===== src/rtl/fifo_pkg.sv =====
// Shared types and helpers for the dual-clock FIFO read-side stream logic.
package fifo_pkg;

  typedef enum logic [1:0] {
    ST_EMPTY = 2'd0,
    ST_ONE   = 2'd1,
    ST_FULL  = 2'd2
  } rd_state_t;

  // Burst index width; a one-beat burst still needs a 1-bit index.
  function automatic int unsigned burst_w(input int unsigned burst);
    return (burst <= 1) ? 1 : $clog2(burst);
  endfunction

endpackage


===== src/rtl/fifo_rd_stream_if.sv =====
// FIFO read port plus the outgoing valid/ready stream of fifo_rd_stream.
interface fifo_rd_stream_if #(
  parameter int unsigned DSIZE  = 8,
  parameter int unsigned CWIDTH = 16
) ();

  logic [DSIZE-1:0]  rdata;
  logic              rempty;
  logic              rinc;
  logic              flush;
  logic [DSIZE-1:0]  m_data;
  logic              m_valid;
  logic              m_ready;
  logic              m_last;
  logic [CWIDTH-1:0] beat_cnt;

  modport master (
    input  rdata, rempty, flush, m_ready,
    output rinc, m_data, m_valid, m_last, beat_cnt
  );

  modport slave (
    output rdata, rempty, flush, m_ready,
    input  rinc, m_data, m_valid, m_last, beat_cnt
  );

endinterface


===== src/rtl/fifo_skid2.sv =====
// Two-entry in-order buffer; entry 0 is the head. Clear drops all entries.
module fifo_skid2
  import fifo_pkg::*;
#(
  parameter int unsigned DSIZE = 8
) (
  input  logic             i_clk,
  input  logic             i_rst,
  input  logic             i_push,
  input  logic             i_pop,
  input  logic             i_clear,
  input  logic [DSIZE-1:0] i_data,
  output logic [DSIZE-1:0] o_data,
  output rd_state_t        o_state
);

  rd_state_t        r_state;
  rd_state_t        w_state_nxt;
  logic [DSIZE-1:0] r_e0;
  logic [DSIZE-1:0] r_e1;
  logic [DSIZE-1:0] w_e0_nxt;
  logic [DSIZE-1:0] w_e1_nxt;

  always_ff @(posedge i_clk) begin
    if (i_rst) begin
      r_state <= ST_EMPTY;
      r_e0    <= '0;
      r_e1    <= '0;
    end else begin
      r_state <= w_state_nxt;
      r_e0    <= w_e0_nxt;
      r_e1    <= w_e1_nxt;
    end
  end

  // Clear wins over everything; a pop in the same cycle is simply absorbed.
  always_comb begin
    w_state_nxt = r_state;
    w_e0_nxt    = r_e0;
    w_e1_nxt    = r_e1;
    if (i_clear) begin
      w_state_nxt = ST_EMPTY;
    end else begin
      unique case (r_state)
        ST_EMPTY: begin
          if (i_push) begin
            w_state_nxt = ST_ONE;
            w_e0_nxt    = i_data;
          end
        end
        ST_ONE: begin
          if (i_push && !i_pop) begin
            w_state_nxt = ST_FULL;
            w_e1_nxt    = i_data;
          end else if (!i_push && i_pop) begin
            w_state_nxt = ST_EMPTY;
          end else if (i_push && i_pop) begin
            w_e0_nxt    = i_data;
          end
        end
        ST_FULL: begin
          if (i_pop) begin
            w_state_nxt = ST_ONE;
            w_e0_nxt    = r_e1;
          end
        end
        default: w_state_nxt = ST_EMPTY;
      endcase
    end
  end

  assign o_data  = r_e0;
  assign o_state = r_state;

endmodule


===== src/rtl/fifo_rd_stream.sv =====
// Read-domain FIFO consumer: pops into a 2-entry buffer and re-presents the
// words as a registered valid/ready stream with burst framing and a beat count.
module fifo_rd_stream
  import fifo_pkg::*;
#(
  parameter int unsigned DSIZE  = 8,
  parameter int unsigned BURST  = 4,
  parameter int unsigned CWIDTH = 16
) (
  input  logic           rclk,
  input  logic           rrst,
  fifo_rd_stream_if.master bus
);

  localparam int unsigned BW = burst_w(BURST);

  rd_state_t         w_state;
  logic [DSIZE-1:0]  w_head;
  logic              w_rinc;
  logic              w_valid;
  logic              w_hs;
  logic              w_idx_wrap;
  logic [BW-1:0]     r_idx;
  logic [CWIDTH-1:0] r_beat_cnt;

  // Fill decision uses only registered state and the FIFO flag, never m_ready.
  assign w_rinc     = !rrst && !bus.flush && !bus.rempty && (w_state != ST_FULL);
  assign w_valid    = (w_state != ST_EMPTY);
  assign w_hs       = w_valid && bus.m_ready;
  assign w_idx_wrap = (r_idx == BW'(BURST - 1));

  fifo_skid2 #(
    .DSIZE (DSIZE)
  ) u_skid (
    .i_clk   (rclk),
    .i_rst   (rrst),
    .i_push  (w_rinc),
    .i_pop   (w_hs),
    .i_clear (bus.flush),
    .i_data  (bus.rdata),
    .o_data  (w_head),
    .o_state (w_state)
  );

  // Burst index restarts on flush even if a beat completes in that cycle.
  always_ff @(posedge rclk) begin
    if (rrst) begin
      r_idx <= '0;
    end else if (bus.flush) begin
      r_idx <= '0;
    end else if (w_hs) begin
      r_idx <= w_idx_wrap ? '0 : r_idx + BW'(1);
    end
  end

  always_ff @(posedge rclk) begin
    if (rrst) begin
      r_beat_cnt <= '0;
    end else if (w_hs) begin
      r_beat_cnt <= r_beat_cnt + CWIDTH'(1);
    end
  end

  assign bus.rinc     = w_rinc;
  assign bus.m_data   = w_head;
  assign bus.m_valid  = w_valid;
  assign bus.m_last   = w_valid && w_idx_wrap;
  assign bus.beat_cnt = r_beat_cnt;

endmodule


===== src/flat_wrapper.sv =====
// flat-port wrapper written by rule: the top's interface ports become plain ports
module fifo_rd_stream_flat import fifo_pkg::*;
#(
  parameter int unsigned DSIZE  = 8,
  parameter int unsigned BURST  = 4,
  parameter int unsigned CWIDTH = 16
)
  (rclk, rrst, bus_rdata, bus_rempty, bus_flush, bus_m_ready, bus_rinc, bus_m_data, bus_m_valid, bus_m_last, bus_beat_cnt);
  fifo_rd_stream_if #(.DSIZE(DSIZE), .CWIDTH(CWIDTH)) bus_i ();
  input  logic rclk;
  input  logic rrst;
  input wire logic [$bits(bus_i.rdata)-1:0] bus_rdata;
  input wire logic [$bits(bus_i.rempty)-1:0] bus_rempty;
  input wire logic [$bits(bus_i.flush)-1:0] bus_flush;
  input wire logic [$bits(bus_i.m_ready)-1:0] bus_m_ready;
  output wire logic [$bits(bus_i.rinc)-1:0] bus_rinc;
  output wire logic [$bits(bus_i.m_data)-1:0] bus_m_data;
  output wire logic [$bits(bus_i.m_valid)-1:0] bus_m_valid;
  output wire logic [$bits(bus_i.m_last)-1:0] bus_m_last;
  output wire logic [$bits(bus_i.beat_cnt)-1:0] bus_beat_cnt;
  assign bus_i.rdata = bus_rdata;
  assign bus_i.rempty = bus_rempty;
  assign bus_i.flush = bus_flush;
  assign bus_i.m_ready = bus_m_ready;
  assign bus_rinc = bus_i.rinc;
  assign bus_m_data = bus_i.m_data;
  assign bus_m_valid = bus_i.m_valid;
  assign bus_m_last = bus_i.m_last;
  assign bus_beat_cnt = bus_i.beat_cnt;
  fifo_rd_stream #(.DSIZE(DSIZE), .BURST(BURST), .CWIDTH(CWIDTH)) u_core (.rclk(rclk), .rrst(rrst), .bus(bus_i));
endmodule

===== config.mk =====
export PLATFORM = sky130hd
export DESIGN_NAME = fifo_rd_stream_flat
export DESIGN_NICKNAME = d
export VERILOG_FILES = /design/src/rtl/fifo_pkg.sv /design/src/rtl/fifo_rd_stream_if.sv /design/src/rtl/fifo_skid2.sv /design/src/rtl/fifo_rd_stream.sv /design/src/flat_wrapper.sv
export SDC_FILE = /design/constraint.sdc
export NUM_CORES = 1
export LEC_CHECK = 0
export CORE_ASPECT_RATIO = 1.2
export CORE_MARGIN = 10
export CORE_UTILIZATION = 43
export DETAILED_ROUTE_END_ITERATION = 12
export PLACE_DENSITY_LB_ADDON = 0.08
export SLEW_MARGIN = 25
export SYNTH_ARGS = -nofsm -noshare
export SYNTH_HDL_FRONTEND = slang
export SYNTH_SLANG_ARGS = --single-unit

===== constraint.sdc =====
create_clock -name rclk -period 2.5 [get_ports rclk]
set_clock_uncertainty 0.05 [all_clocks]
set_input_delay 0.5 -clock rclk [delete_from_list [all_inputs] [get_ports rclk]]
set_output_delay 0.5 -clock rclk [all_outputs]
set_load 0.1 [all_outputs]

==> flow_metrics.env <==
export IMPL_status="completed"
export IMPL_cp_start_kind="flip-flop"
export IMPL_arrival_ps=2530
export IMPL_portBuffers=39
export IMPL_synth_seq_cells=36
export IMPL_slew_headroom_pct=73.9
export IMPL_rsz0062_at_grt="false"
export IMPL_power_w=0.00134
export IMPL_grt_pass1_vias=1659
export IMPL_cts_root_buf="clkbuf_8"
export IMPL_clockBufferDepth=2
export IMPL_drc=0
export IMPL_ff2ff_path_depth=10
export IMPL_cp_slowest_cell="or4b_4"
export IMPL_io_pins=40
export IMPL_max_freq_ghz=0.418
export IMPL_dieWidth_microns=77.1
export IMPL_fin_area_sq_mm=0.00248
export IMPL_setup_tns_ps=0
export IMPL_startpoint="u_core.u_skid.o_state[0]"
export IMPL_grt_max_degree=37
export IMPL_synth_cells=182
export IMPL_via_count=1492
export IMPL_cts_htree_levels=2
export IMPL_crit_type="flip-flop to flip-flop"
export IMPL_synth_fp_nets=200
export IMPL_dp_worst_setup_slack_ps=-557
export IMPL_r2r_start="u_core.u_skid.o_state[0]"
export IMPL_min_period_ps=2390
export IMPL_antenna_found_initial=0
export IMPL_use_met1_pct=12.5
export IMPL_nets=264
export IMPL_yosys_warnings=0
export IMPL_timing_rr_end="u_core.u_skid.o_data[1]"
export IMPL_cp_num_buf_inv=3
export IMPL_drtPass1Iterations=4
export IMPL_grt_overflow_total=0
export IMPL_insertion_delay_ps=290
export IMPL_syn_avg_cell_area_sq_um=9.25
export IMPL_diodes=0
export IMPL_drt_iter0_markers=66
export IMPL_synth_distinct_cells=36
export IMPL_rrSetupSlack_ps=110
export IMPL_cts_tree="yes"
export IMPL_ys_seq_area_share_pct=42.8
export IMPL_totalWireLength_microns=4250
export IMPL_setup_violations_final=0
export IMPL_leakagePower_nw=1.01
export IMPL_met3_usage_pct=4.67
export IMPL_finalMaxSlewViolations=0
export IMPL_p_per_area_mw_per_mm2=540
export IMPL_ir_drop_mv=0.413
export IMPL_drive_gt1_share_pct=37.7
export IMPL_crit_path_max_incr_delay_ps=520
export IMPL_drv_cap=0
export IMPL_required_ps=2640
export IMPL_hpwl_microns=3220
export IMPL_rows=24
export IMPL_place_area_sq_mm=0.00225
export IMPL_crit_end="u_core.u_skid.o_data[1]"
export IMPL_avgViaCountPerCell=4.99
export IMPL_initial_core_util_pct=45.6
export IMPL_cp_depth=10
export IMPL_ant_nets=0
export IMPL_critPathCaptureType="flip-flop"
export IMPL_place_congestion=0.784
export IMPL_nFillCells=316
export IMPL_core_area_sq_mm=0.00369
export IMPL_grt_use_total_pct=13.2
export IMPL_numCtsBuffers=5
export IMPL_grt_pass1_wl_microns=7400
export IMPL_cts_sinks=36
export IMPL_worst_pin_slew_ps=392
export IMPL_path_max_fanout=8
export IMPL_area_growth_synth_to_final_pct=47.1
export IMPL_cts_clk_slew_worst_paths_ps=70
export IMPL_timing_hold_violations_final=0
export IMPL_post_drt_wl_per_cell_microns=14.2
export IMPL_layout_setup_ws_ps=109
export IMPL_layout_commonest_cell="buf_4"
export IMPL_cp_top_family="simple AND/OR/NAND/NOR gates"
export IMPL_most_common_layout_cells="buf_4 (49), dfxtp_1 (32), nor2_1 (28)"
export IMPL_grt_busiest_layer="met2"
export IMPL_hold_class="flip-flop to flip-flop"
export IMPL_synth_area_sq_mm=0.00168
export IMPL_chipHeight_microns=88.5
export IMPL_finalCritPeriodShare_pct=95.7
export IMPL_die_area_sq_mm=0.00683
export IMPL_met2_usage_pct=25.8
export IMPL_cp_cell_sequence="nand2b_4 > nand2_4 > clkinvlp_4 > ha_4 > or4b_4 > a221oi_4 > buf_6 > buf_12 > nor2_1 > a211oi_1"
export IMPL_holdWs_ps=430
## Yosys cell counts, drive strengths merged
master	count	area (sq um)
a211oi	8	70.1
a21oi	11	55.1
a221oi	2	35.0
a31o	1	8.76
and2	1	6.26
and4	1	8.76
buf	4	32.5
clkbuf	5	18.8
dfxtp	36	721
ha	5	62.6
inv	4	15.0
mux2	2	22.5
mux2i	17	170
nand2	11	41.3
nand2b	3	18.8
nand3	2	10.0
nand4	3	18.8
nor2	31	116
nor2b	2	12.5
nor3	4	20.0
nor3b	1	7.51
nor4	2	12.5
nor4bb	1	10.0
o2111ai	1	8.76
o211ai	1	12.5
o21ai	6	30.0
or2	2	12.5
or3	5	31.3
or4	2	22.5
or4b	1	10.0
xnor2	5	43.8
xor2	2	17.5
## area by class of cell
class | instances | area [sq um] | share of cell area, %
multi-input combinational | 133 | 985 | 39.8
sequential | 36 | 726 | 29.3
timing repair buffer | 66 | 574 | 23.2
clock buffer | 6 | 72.6 | 2.93
tap | 52 | 65.1 | 2.63
clock inverter | 2 | 35.0 | 1.41
inverter | 4 | 18.8 | 0.758
## how the worst min path moves through the flow
stage | slack, ps | to | cells past startpoint | start
after global routing | 450 | u_core.bus.beat_cnt[1] | 2 | u_core.bus.beat_cnt[1]
after floorplan | 390 | u_core.r_idx[1] | 2 | u_core.r_idx[1]
after global placement | 390 | u_core.r_idx[1] | 2 | u_core.r_idx[1]
after CTS | 440 | u_core.r_idx[1] | 2 | u_core.r_idx[1]
final | 430 | u_core.r_idx[1] | 2 | u_core.r_idx[1]
after detailed placement | 430 | u_core.bus.beat_cnt[1] | 2 | u_core.bus.beat_cnt[1]
## cells by family after synthesis
| group | synth area share (%) |
|---|---|
| compound gates | 13.1 |
| flops | 42.8 |
| fa+ha+maj | 3.72 |
| mux | 11.4 |
| buf+inv | 3.94 |
| simple gates | 21.3 |
| xor+xnor | 3.64 |
## per-layer routing
| metal | up-vias | part of all wire (%) |
|---|---|---|
| li1 | 762 | - |
| met1 | 691 | 39 |
| met2 | 30 | 55 |
| met3 | 9 | 5.0 |
| met4 | 0 | 1.8 |
| met5 | - | 0 |
## state kept, by name, summed over array words and instances, names as in the netlist
signal / count
u_core.u_skid.o_data: 8
u_core.bus.beat_cnt: 16
u_core.r_idx: 2
u_core.u_skid.o_state: 2
u_core.u_skid.r_e1: 8
## stage by stage
stage	cells	utilization, %
floorplan	182	-
global placement	283	61.0
detailed placement	283	61.0
CTS	297	66.4
global route	299	67.0
finish	299	67.0
## what timing repair did
| action | in CTS | in global routing |
|---|---|---|
| cloned | 1 | 0 |
| gates resized for setup | 12 | 7 |
| hold buffers | 0 | 0 |
| pin swaps | 7 | 10 |
| setup buffers | 6 | 2 |
| endpoints found under the setup margin | 8 | 7 |
## tightest hold or removal path, cell delays in order, from the launching register on
cell and delay (ps):
dfxtp_1 320, nand2_1 60, a21oi_1 60
## power breakdown
group | total, W | leakage, nW | switching (W) | internal (W)
registers | 0.000596 | 0.293 | 0.0000107 | 0.000585
clock network | 0.000495 | 0.0552 | 0.000199 | 0.000296
logic | 0.000247 | 0.664 | 0.000156 | 0.0000908
total | 0.00134 | 1.01 | 0.000366 | 0.000972
Power figures use the tool's default switching activity.
